$ cat config.mk
export PLATFORM = sky130hd
export DESIGN_NAME = serial_subtractor
export DESIGN_NICKNAME = d
export VERILOG_FILES = /design/src/rtl/serial_subtractor.sv
export SDC_FILE = /design/constraint.sdc
export NUM_CORES = 1
export LEC_CHECK = 0
export ABC_CLOCK_PERIOD_IN_PS = 2100
export CAP_MARGIN = 20
export CORE_ASPECT_RATIO = 1.25
export CORE_UTILIZATION = 48
export DETAILED_ROUTE_END_ITERATION = 16
export PLACE_DENSITY = 0.78
export REMOVE_ABC_BUFFERS = 1
export SLEW_MARGIN = 40
export SYNTH_ARGS = -nofsm -noshare
export SYNTH_HDL_FRONTEND = slang
export SYNTH_SLANG_ARGS = --single-unit
$ cat constraint.sdc
create_clock -name clk -period 2.1 [get_ports clk]
set_input_delay 0.42 -clock clk [delete_from_list [all_inputs] [get_ports clk]]
set_output_delay 0.42 -clock clk [all_outputs]
set_load 0.03 [all_outputs]
$ cat src/rtl/serial_subtractor.sv
`default_nettype none
// ============================================================================
// Module   : serial_subtractor
// Purpose  : Multi-cycle subtractor computing diff = a - b - bin over a
//            WIDTH-bit word, DIGIT bits per clock, LSB digit first. The
//            borrow ripples between digits through a register, so one
//            operation takes NDIG = WIDTH/DIGIT cycles in RUN.
// Build    : define SERIAL_SUB_OVF_EN to add the signed-overflow output ovf.
// Ports    : clk        clock, rising edge
//            rst        synchronous active-high reset
//            in_valid   operands a/b/bin are valid
//            in_ready   block can accept operands (IDLE only)
//            a, b       minuend / subtrahend, WIDTH bits
//            bin        borrow-in
//            out_valid  diff/bout(/ovf) valid (DONE only)
//            out_ready  consumer accepts the result
//            diff       a - b - bin mod 2^WIDTH
//            bout       borrow-out, 1 when a < b + bin (unsigned)
//            ovf        signed overflow (SERIAL_SUB_OVF_EN only)
// Revision : 1.0 - initial release
// ============================================================================
module serial_subtractor #(
  parameter int WIDTH = 16,
  parameter int DIGIT = 4
) (
  input  logic             clk,
  input  logic             rst,
  input  logic             in_valid,
  output logic             in_ready,
  input  logic [WIDTH-1:0] a,
  input  logic [WIDTH-1:0] b,
  input  logic             bin,
  output logic             out_valid,
  input  logic             out_ready,
  output logic [WIDTH-1:0] diff,
  output logic             bout
`ifdef SERIAL_SUB_OVF_EN
  ,
  output logic             ovf
`endif
);

  // WIDTH >= 1, 1 <= DIGIT <= WIDTH and WIDTH % DIGIT == 0 are assumed.
  localparam int NDIG = WIDTH / DIGIT;
  localparam int CNTW = (NDIG > 1) ? $clog2(NDIG) : 1;
  localparam logic [CNTW-1:0] c_last_digit = CNTW'(NDIG - 1);

  typedef enum logic [1:0] {
    S_IDLE = 2'd0,
    S_RUN  = 2'd1,
    S_DONE = 2'd2
  } state_t;

  state_t            r_state;
  state_t            w_state_nxt;

  logic [WIDTH-1:0]  r_a;
  logic [WIDTH-1:0]  r_b;
  logic [WIDTH-1:0]  r_diff;
  logic              r_borrow;
  logic [CNTW-1:0]   r_cnt;

  logic              w_accept;
  logic              w_step;
  logic              w_last;

  logic [DIGIT-1:0]  w_a_dig;
  logic [DIGIT-1:0]  w_b_dig;
  logic [DIGIT:0]    w_sub;
  logic [WIDTH-1:0]  w_a_shift;
  logic [WIDTH-1:0]  w_b_shift;
  logic [WIDTH-1:0]  w_diff_shift;

  // --------------------------------------------------------------------------
  // Control FSM
  // --------------------------------------------------------------------------
  always_ff @(posedge clk) begin
    if (rst) begin
      r_state <= S_IDLE;
    end else begin
      r_state <= w_state_nxt;
    end
  end

  always_comb begin
    w_state_nxt = r_state;
    in_ready    = 1'b0;
    out_valid   = 1'b0;
    w_accept    = 1'b0;
    w_step      = 1'b0;
    w_last      = 1'b0;
    case (r_state)
      S_IDLE: begin
        in_ready = 1'b1;
        if (in_valid) begin
          w_accept    = 1'b1;
          w_state_nxt = S_RUN;
        end
      end
      S_RUN: begin
        w_step = 1'b1;
        if (r_cnt == c_last_digit) begin
          w_last      = 1'b1;
          w_state_nxt = S_DONE;
        end
      end
      S_DONE: begin
        out_valid = 1'b1;
        if (out_ready) begin
          w_state_nxt = S_IDLE;
        end
      end
      default: begin
        w_state_nxt = S_IDLE;
      end
    endcase
  end

  // --------------------------------------------------------------------------
  // Digit datapath
  // The operand registers shift right by one digit per step, so the current
  // digit is always in the low DIGIT bits; result digits enter from the top
  // and land in their final position after NDIG steps.
  // --------------------------------------------------------------------------
  assign w_a_dig = r_a[DIGIT-1:0];
  assign w_b_dig = r_b[DIGIT-1:0];

  // DIGIT+1-bit difference: the MSB is 1 exactly when the digit underflowed,
  // which is the borrow into the next digit.
  assign w_sub = {1'b0, w_a_dig} - {1'b0, w_b_dig} - {{DIGIT{1'b0}}, r_borrow};

  generate
    if (NDIG > 1) begin : g_multi_digit
      assign w_a_shift    = {{DIGIT{1'b0}}, r_a[WIDTH-1:DIGIT]};
      assign w_b_shift    = {{DIGIT{1'b0}}, r_b[WIDTH-1:DIGIT]};
      assign w_diff_shift = {w_sub[DIGIT-1:0], r_diff[WIDTH-1:DIGIT]};
    end else begin : g_single_digit
      assign w_a_shift    = r_a;
      assign w_b_shift    = r_b;
      assign w_diff_shift = w_sub[DIGIT-1:0];
    end
  endgenerate

  always_ff @(posedge clk) begin
    if (rst) begin
      r_a      <= '0;
      r_b      <= '0;
      r_diff   <= '0;
      r_borrow <= 1'b0;
      r_cnt    <= '0;
    end else if (w_accept) begin
      r_a      <= a;
      r_b      <= b;
      r_borrow <= bin;
      r_cnt    <= '0;
    end else if (w_step) begin
      r_a      <= w_a_shift;
      r_b      <= w_b_shift;
      r_diff   <= w_diff_shift;
      r_borrow <= w_sub[DIGIT];
      r_cnt    <= w_last ? '0 : r_cnt + CNTW'(1);
    end
  end

  assign diff = r_diff;
  // Only the final borrow is meaningful, and only while out_valid is high.
  assign bout = r_borrow;

`ifdef SERIAL_SUB_OVF_EN
  // --------------------------------------------------------------------------
  // Signed overflow. The operand registers are shifted away during RUN, so
  // their sign bits are kept separately. On the last digit w_sub[DIGIT-1] is
  // the result sign bit.
  // --------------------------------------------------------------------------
  logic r_a_msb;
  logic r_b_msb;
  logic r_ovf;

  always_ff @(posedge clk) begin
    if (rst) begin
      r_a_msb <= 1'b0;
      r_b_msb <= 1'b0;
      r_ovf   <= 1'b0;
    end else if (w_accept) begin
      r_a_msb <= a[WIDTH-1];
      r_b_msb <= b[WIDTH-1];
    end else if (w_last) begin
      r_ovf   <= (r_a_msb != r_b_msb) && (w_sub[DIGIT-1] != r_a_msb);
    end
  end

  assign ovf = r_ovf;
`endif

endmodule
`default_nettype wire

* Word level (Yosys, flattened, before mapping) *
Index checks and enable logic that the tools add are counted.

cells by class
  add/subtract/negate cells = 3
  multiply operators = 0
  div/mod/pow operators = 0
  magnitude comparators = 0
  equal/unequal tests = 6
  shift-type cells = 0
  muxes and demuxes = 18
  bitwise logic cells = 1
  reduce and logical (&&, ||, !) cells = 5

operators with widths
  kind                                                             number
  16-bit 2-to-1 mux                                                4
  1-bit 2-to-1 mux                                                 9
  2-bit 2-to-1 mux                                                 4
  2-bit inequality test, second input constant                     3
  2-bit case mux with 3 select lines                               1
  4-bit by 4-bit subtractor with 5-bit output                      1
  5-bit by 1-bit subtractor with 5-bit output                      1
  2-bit == test, second input constant                             2
  3-bit AND reduction                                              1
  2-bit by 1-bit adder with 2-bit output, second input constant    1
  2-bit by 1-bit == test with 1-bit output, second input constant  1
  2-bit zero test                                                  1
  2-bit AND reduction                                              1
  2-bit nonzero test                                               1
  2-bit OR reduction                                               1
  1-bit inverter                                                   1

word-level totals
  register bits = 53
  latch bits = 0
  memory bits (writable) = 0
  memory bits (read-only) = 0
  bits of input ports = 37
  memories = 0

* Depth between registers and ports, before layout *
Gate-level depths: netlist (run 1).

  depth after elaboration = 4
  gate-level depth with buffers = 7
  mapped depth without buffers = 7

* Worst setup path after synthesis (run 1) *
OpenSTA, ideal clock, no wires.

  path kind = register -> register
  from = reg r_borrow (netlist: bout)
  to = reg r_diff[15] (netlist: diff[15])
  library setup time = 101 ps
  data arrival time = 1,900 ps
  data required time = 1,999 ps
  setup slack = 99 ps
  stages on the path, launching flop included = 7
  buffers on the path = 0
  cell sequence = dfxtp_1 inv_1 fa_1 ha_1 and2_1 o31a_1 o41ai_1

on the way
  longest elaborated chain between the ends = 1

RTL lines
  what                                         line  text
  start, declared                              60    logic r_borrow;
  start signal, assigned                       154   r_borrow <= bin;
  start signal, assigned                       160   r_borrow <= w_sub[DIGIT];
  5-bit by 1-bit subtractor with 5-bit output  130   assign w_sub = {1'b0, w_a_dig} - {1'b0, w_b_dig} - {{DIGIT{1'b0}}, r_borrow};
  end signal, assigned                         159   r_diff <= w_diff_shift;
  end, declared                                59    logic [WIDTH-1:0] r_diff;

No other way between the ends.
A chain may end at the register's enable or synchronous reset.

* Worst setup path in the final report (run 1) *
  from = reg r_state[0]
  to = out in_ready

on the way
  longest elaborated chain between the ends = 2

RTL lines
  what                    line  text
  start, declared         54    state_t r_state;
  start signal, assigned  81    r_state <= w_state_nxt;
  2-bit zero test         92    case (r_state)
  1-bit 2-to-1 mux        92
  end, declared           29    output logic in_ready,

No other way between the ends.

==> flow_summary.json, run 1 <==
{
  "synth-seq-cells": 53,
  "hold_buffers": 0,
  "whs_ns": 0.457,
  "power.leakage_uw": 0.00107,
  "power_density_nw_per_um2": 782,
  "finalMaxSlewViolations": 0,
  "diodes": 0,
  "worst_r2r_startpoint": "bout",
  "vdd_drop_max_uv": 455,
  "fin_crit_ns": 1.93,
  "cts_made_buffers": 5,
  "path_clk_slew_ns": 0.09,
  "rr_endpoint": "diff[15]",
  "dr.first_iter.drc_count": 85,
  "max_freq_mhz": 519,
  "fin_setup_tns_ns": 0,
  "drt_wl_total_um": 5090,
  "die_area_sq_um": 4940,
  "hpwlAfterDp_um": 3440,
  "core_sq_um": 4430,
  "cap_violations": 0,
  "worstHoldPathType": "flop to flop",
  "arrival_ns": 1.51,
  "root_buffer": "clkbuf_8",
  "routabilityCongestion": 0.766,
  "drt-vias-per-instance": 5.51,
  "vias": 2050,
  "rows": 27,
  "grt_pass1_wl_um": 8740,
  "setup_ws_ns": 0.174,
  "r2r_slack_ns": 0.23,
  "syn_inst": 266,
  "end_kind": "output port",
  "antenna_found_initial": 0,
  "io_pins": 56,
  "fin_skew_ns": 0.00522,
  "cts_tree": "built",
  "drc": 0,
  "ant_nets": 0,
  "r2r_cells": 6,
  "dr.pass1.iters": 4,
  "start_kind": "flop",
  "crit_fanout": 9,
  "hold_end": "diff[2]",
  "start_util_pct": 50.5,
  "finalHoldViolations": 0,
  "yosys-top-cells-area": "dfxtp_1, a21oi_1, o22ai_1",
  "fill_cells": 407,
  "portBuffers": 55,
  "post-place-ws_ns": 0.195,
  "synth_top_area_share_pct": 47.5,
  "clockBufferDepth": 2,
  "crit_required_ns": 1.68,
  "numClockSinks": 53,
  "clk_latency_ns": 0.30,
  "syn_to_final_growth_pct": 30.2,
  "avgRoutedWirePerCell_um": 13.7,
  "slew_headroom_pct": 48.4,
  "grt_use_total_pct": 22.3,
  "first_global_vias": 2031,
  "yosysTopAreaCell": "dfxtp_1",
  "syn_area_per_cell_sq_um": 8.41,
  "p_total_uw": 2270,
  "worstHoldStart": "diff[2]",
  "htreeDepth": 2,
  "setup_violations": 0,
  "fp.dieW_um": 63.0,
  "drive_above_1_share_pct": 5.73,
  "die_h_um": 78.3,
  "ys_seq_area_share_pct": 47.5,
  "rsz0062_at_grt": "false",
  "yosys_warnings": 0,
  "path_class": "flop to output port",
  "cts_setup_buffers": 0,
  "synth_cell_types": 34,
  "syn_area_sq_um": 2240,
  "gr-total-overflow": 0,
  "whs_path_depth": 2,
  "outcome": "complete, no violations",
  "nets": 357,
  "postLayoutCoreUtil_pct": 65.8,
  "grt_max_degree": 29,
  "worst_pin_slew_ns": 0.774,
  "timing.final.crit_share_pct": 91.7
}
==> critical path: stages, from the launching register on <==
cell	delay (ns)
dfxtp_1	0.41
nor2_1	0.12
clkdlybuf4s50_1	0.67
==> cell families (layout without fill, tap and decap cells) <==
kind of cell | count (synthesis) | in the layout | synth area share, %
AO/OA/AOI/OAI | 106 | 106 | 26.5
AND/OR/NAND/NOR | 62 | 62 | 13.0
flip-flops | 53 | 53 | 47.5
buffers and inverters | 36 | 84 | 7.55
adder cells (fa/ha/maj) | 7 | 7 | 4.59
XOR/XNOR | 1 | 1 | 0.392
multiplexers | 1 | 1 | 0.448
==> sequential cells by signal, summed over array words and instances (netlist names) <==
name and cells:
diff 16, r_cnt 2, bout 1, r_a 16, r_state 2, r_b 16
==> through the flow <==
step / cells / area [sq um]
3_3_place_gp: 364 / 2800
2_1_floorplan: 244 / 2120
5_1_grt: 372 / 2910
3_5_place_dp: 364 / 2800
6_report: 372 / 2910
4_1_cts: 372 / 2910
==> cells in the final DEF (no fill, tap or decap), types with 2 or more instances in the layout <==
cell type         n
and2_1            2
inv_1            14
buf_4             7
clkbuf_8          6
or3_1             2
clkdlybuf4s50_1  54
nor2b_1           3
nand2_1          37
nor2_1            3
nand3_1           9
o22ai_1          24
o21ai_0          27
a21oi_1          46
fa_1              2
dfxtp_1          53
ha_1              5
==> cell type report <==
type | instances | area, sq um | area share, %
Tap cell | 58 | 72.6 | 2.49
Timing Repair Buffer | 62 | 602 | 20.7
Clock buffer | 7 | 86.3 | 2.97
Inverter | 14 | 52.6 | 1.81
Sequential cell | 53 | 1060 | 36.5
Clock inverter | 1 | 30.0 | 1.03
Multi-Input combinational cell | 177 | 1010 | 34.6
==> cell usage after synthesis (all sizes together) <==
master and number:
a211oi 2, a21boi 1, a21oi 46, a22oi 1, a31oi 1, and2 2
buf 11, clkbuf 11, dfxtp 53, fa 2, ha 5, inv 14
mux2i 1, nand2 37, nand2b 2, nand3 9, nor2 3, nor2b 3
nor3 1, nor3b 1, nor4 1, o21ai 27, o21ba 1, o221ai 1
o22ai 24, o31a 1, o41ai 1, or3 2, or3b 1, xnor2 1
==> metal layers <==
metal / up-vias / global-route usage [%] / wire length, um
li1: 1021 / - / -
met1: 945 / 24.9 / 2240
met2: 69 / 40.5 / 2490
met3: 15 / 3.63 / 225
met4: 0 / 10.7 / 137
met5: - / 0 / 0
==> how the worst max path moves through the flow <==
| stage | from | end | slack (ns) | cells after the start |
|---|---|---|---|---|
| 5_1_grt | bout | diff[15] | 0.08 | 6 |
| 6_report | r_state[0] | in_ready | 0.17 | 2 |
| 4_1_cts | r_state[0] | in_ready | 0.16 | 2 |
| 3_5_place_dp | in_valid | bout | 0.19 | 4 |
| 3_3_place_gp | in_valid | bout | 0.22 | 4 |
| 2_1_floorplan | bout | diff[15] | 0.1 | 6 |
==> power by group <==
group	leakage [uW]	switching (uW)	internal (uW)
Clock	0.0000585	315	389
Combinational	0.000577	231	212
Sequential	0.000436	48.1	1080
==> repair_timing <==
item                       4_1_cts  5_1_grt
hold endpoints to repair         0        0
gates resized for setup          1        0
setup endpoints to repair        1        0
No activity file was read; power rests on OpenSTA's default activity.
==> run 2, diff against run 1 <==
--- a/config.mk
+++ b/config.mk
@@ -8,9 +8,11 @@
 export ABC_CLOCK_PERIOD_IN_PS = 2100
 export CAP_MARGIN = 20
 export CORE_ASPECT_RATIO = 1.25
-export CORE_UTILIZATION = 48
+export CORE_UTILIZATION = 61
+export CTS_CLUSTER_SIZE = 20
 export DETAILED_ROUTE_END_ITERATION = 16
-export PLACE_DENSITY = 0.78
+export DONT_BUFFER_PORTS = 1
+export PLACE_DENSITY = 0.77
 export REMOVE_ABC_BUFFERS = 1
 export SLEW_MARGIN = 40
 export SYNTH_ARGS = -nofsm -noshare
==> run 2 against run 1 <==
Effect of this change:
- setup slack better by 0.058 ns
- total power is 11% lower
- clock skew is 0.0018 ns higher
- via count is 11% lower
- sequential cell count stayed put
- register-to-register slack hardly changed
- sequential share of layout area is 9.8 points higher
- sequential power hardly changed
- wire length is 9.7% lower
- die area is 21% lower
- worst hold slack worse by 0.30 ns
- count of clock-buffer cells in the layout is 2 lower
- critical path type is now flop to flop
- largest cell class unchanged
- highest routed layer unchanged
==> flow_summary.json, run 2 (synthesized netlist as in run 1, its figures left out) <==
{
  "seqPwrFrac_pct": 57.1,
  "cts_resized": 0,
  "drt_wl_total_um": 4600,
  "slowest_delay_ns": 0.45,
  "fin_setup_tns_ns": 0,
  "worstHoldStart": "rst",
  "diodes": 0,
  "worst_pin_slew_ns": 0.727,
  "gr-total-overflow": 0,
  "portBuffers": 0,
  "clkPwrFrac_pct": 27.9,
  "switchingPower_uw": 584,
  "crit_required_ns": 2.31,
  "avgRoutedWirePerCell_um": 15.5,
  "worst_r2r_startpoint": "bout",
  "path_class": "flop to flop",
  "startpoint": "bout",
  "cap_violations": 0,
  "fp.dieW_um": 56.2,
  "power.leakage_uw": 0.000836,
  "p_sw_share_pct": 28.9,
  "routabilityCongestion": 0.809,
  "grt.busiest_layer": "met2",
  "met3_usage_pct": 8.96,
  "path_clk_slew_ns": 0.09,
  "vdd_drop_max_uv": 759,
  "max_freq_mhz": 535,
  "dr.pass1.iters": 4,
  "ant_nets": 0,
  "dr.first_iter.drc_count": 76,
  "finalMaxSlewViolations": 0,
  "die_area_sq_um": 3910,
  "path_buf_inv": 1,
  "worstHoldPathType": "input port to flop",
  "cts_made_buffers": 5,
  "p_int_uw": 1430,
  "cp_slowest_cell": "fa_1",
  "grt_use_total_pct": 25.1,
  "core_sq_um": 3480,
  "nets": 300,
  "layout_commonest_cell": "dfxtp_1",
  "root_buffer": "clkbuf_8",
  "cts_setup_buffers": 0,
  "htreeDepth": 2,
  "vias": 1833,
  "cpLargestDelayFamily": "adder cells",
  "comb_power_share_pct": 15.0,
  "outcome": "complete, no violations",
  "slew_headroom_pct": 51.4,
  "crit_fanout": 2,
  "numClockSinks": 53,
  "clk_latency_ns": 0.31,
  "rsz0062_at_grt": "false",
  "p_total_uw": 2020,
  "first_global_vias": 1798,
  "setup_violations": 0,
  "use_met2_pct": 42.9,
  "fin_skew_ns": 0.00702,
  "die_h_um": 69.7,
  "fill_cells": 316,
  "rows": 24,
  "power_density_nw_per_um2": 881,
  "final_cell_mix": "dfxtp_1, a21oi_1, nand2_1",
  "drc": 0,
  "cts_tree": "built",
  "crit_chain": "inv_1 -> fa_1 -> ha_1 -> and2_1 -> o31a_1 -> o41ai_1",
  "hold_buffers": 0,
  "start_util_pct": 64.2,
  "hpwlAfterDp_um": 3000,
  "fin_crit_ns": 1.87,
  "use_met1_pct": 28.8,
  "drt-vias-per-instance": 6.19,
  "start_kind": "flop",
  "syn_to_final_growth_pct": 2.52,
  "arrival_ns": 2.08,
  "antenna_found_initial": 0,
  "end_kind": "flop",
  "drive_above_1_share_pct": 6.61,
  "grt_pass1_wl_um": 7770,
  "grt_max_degree": 29,
  "timing.final.crit_share_pct": 89.0,
  "clockBufferDepth": 2,
  "io_pins": 56,
  "finalHoldViolations": 0
}
run 2: cell types whose count changed in the layout (fill, tap and decap cells not counted), sizes merged:
cell           change
clkdlybuf4s50     -54
buf                -2
clkbuf             -2
clkinv             +2
bufinv             -1
clkinvlp           +1
dlygate4sd2        -1
run 2: area by class of cell:
cell class                 instances  area (sq um)  share of cell area (%)
inverter                          14          52.6                    2.29
tap                               39          48.8                    2.13
clock inverter                     3          17.5                   0.764
timing repair buffer               5          37.5                    1.64
clock buffer                       5          68.8                    3.00
multi-input combinational        177          1010                    43.9
sequential                        53          1060                    46.3
run 2: worst reg2reg max path, delay by kind of cell (launching register included):
kind | cells | cell delay (ns)
flip-flops | 1 | 0.34
AND/OR/NAND/NOR | 1 | 0.17
adder cells (fa/ha/maj) | 2 | 0.73
buffers and inverters | 1 | 0.06
AO/OA/AOI/OAI | 2 | 0.48
run 2: layer usage:
layer,share of wire (%),wire length (um),vias to the layer above
met3,6.9,316,6
met5,0,0,-
met4,1.4,63,0
met1,42,1930,860
li1,-,-,914
met2,50,2290,53
run 2: worst paths after layout:
path	to	slack, ns	cells after the start
worst min-delay path	r_b[12]	0.16	1
worst min register to register	r_a[12]	0.47	2
worst max-delay path	diff[15]	0.23	6
worst max register to register	diff[15]	0.23	6
run 2: per-stage QoR:
| stage | util [%] | hold slack [ns] | cells | setup WS [ns] | cell area [sq um] |
|---|---|---|---|---|---|
| final | 65.8 | 0.161 | 296 | 0.232 | 2290 |
| after global routing | 65.8 | 0.144 | 296 | 0.0816 | 2290 |
| after CTS | 65.8 | 0.158 | 296 | 0.259 | 2290 |
| after detailed placement | 63.3 | 0.456 | 288 | 0.297 | 2210 |
| after global placement | 63.3 | 0.452 | 288 | 0.314 | 2210 |
| after floorplan | - | 0.442 | 244 | 0.0988 | 2120 |
run 2: power by group through the flow:
stage	Sequential [uW]	Clock [uW]	Combinational [uW]
2_1_floorplan	1170	0	229
3_3_place_gp	1170	0	297
3_5_place_dp	1180	0	304
4_1_cts	1150	575	305
5_1_grt	1170	621	344
6_report	1150	563	302
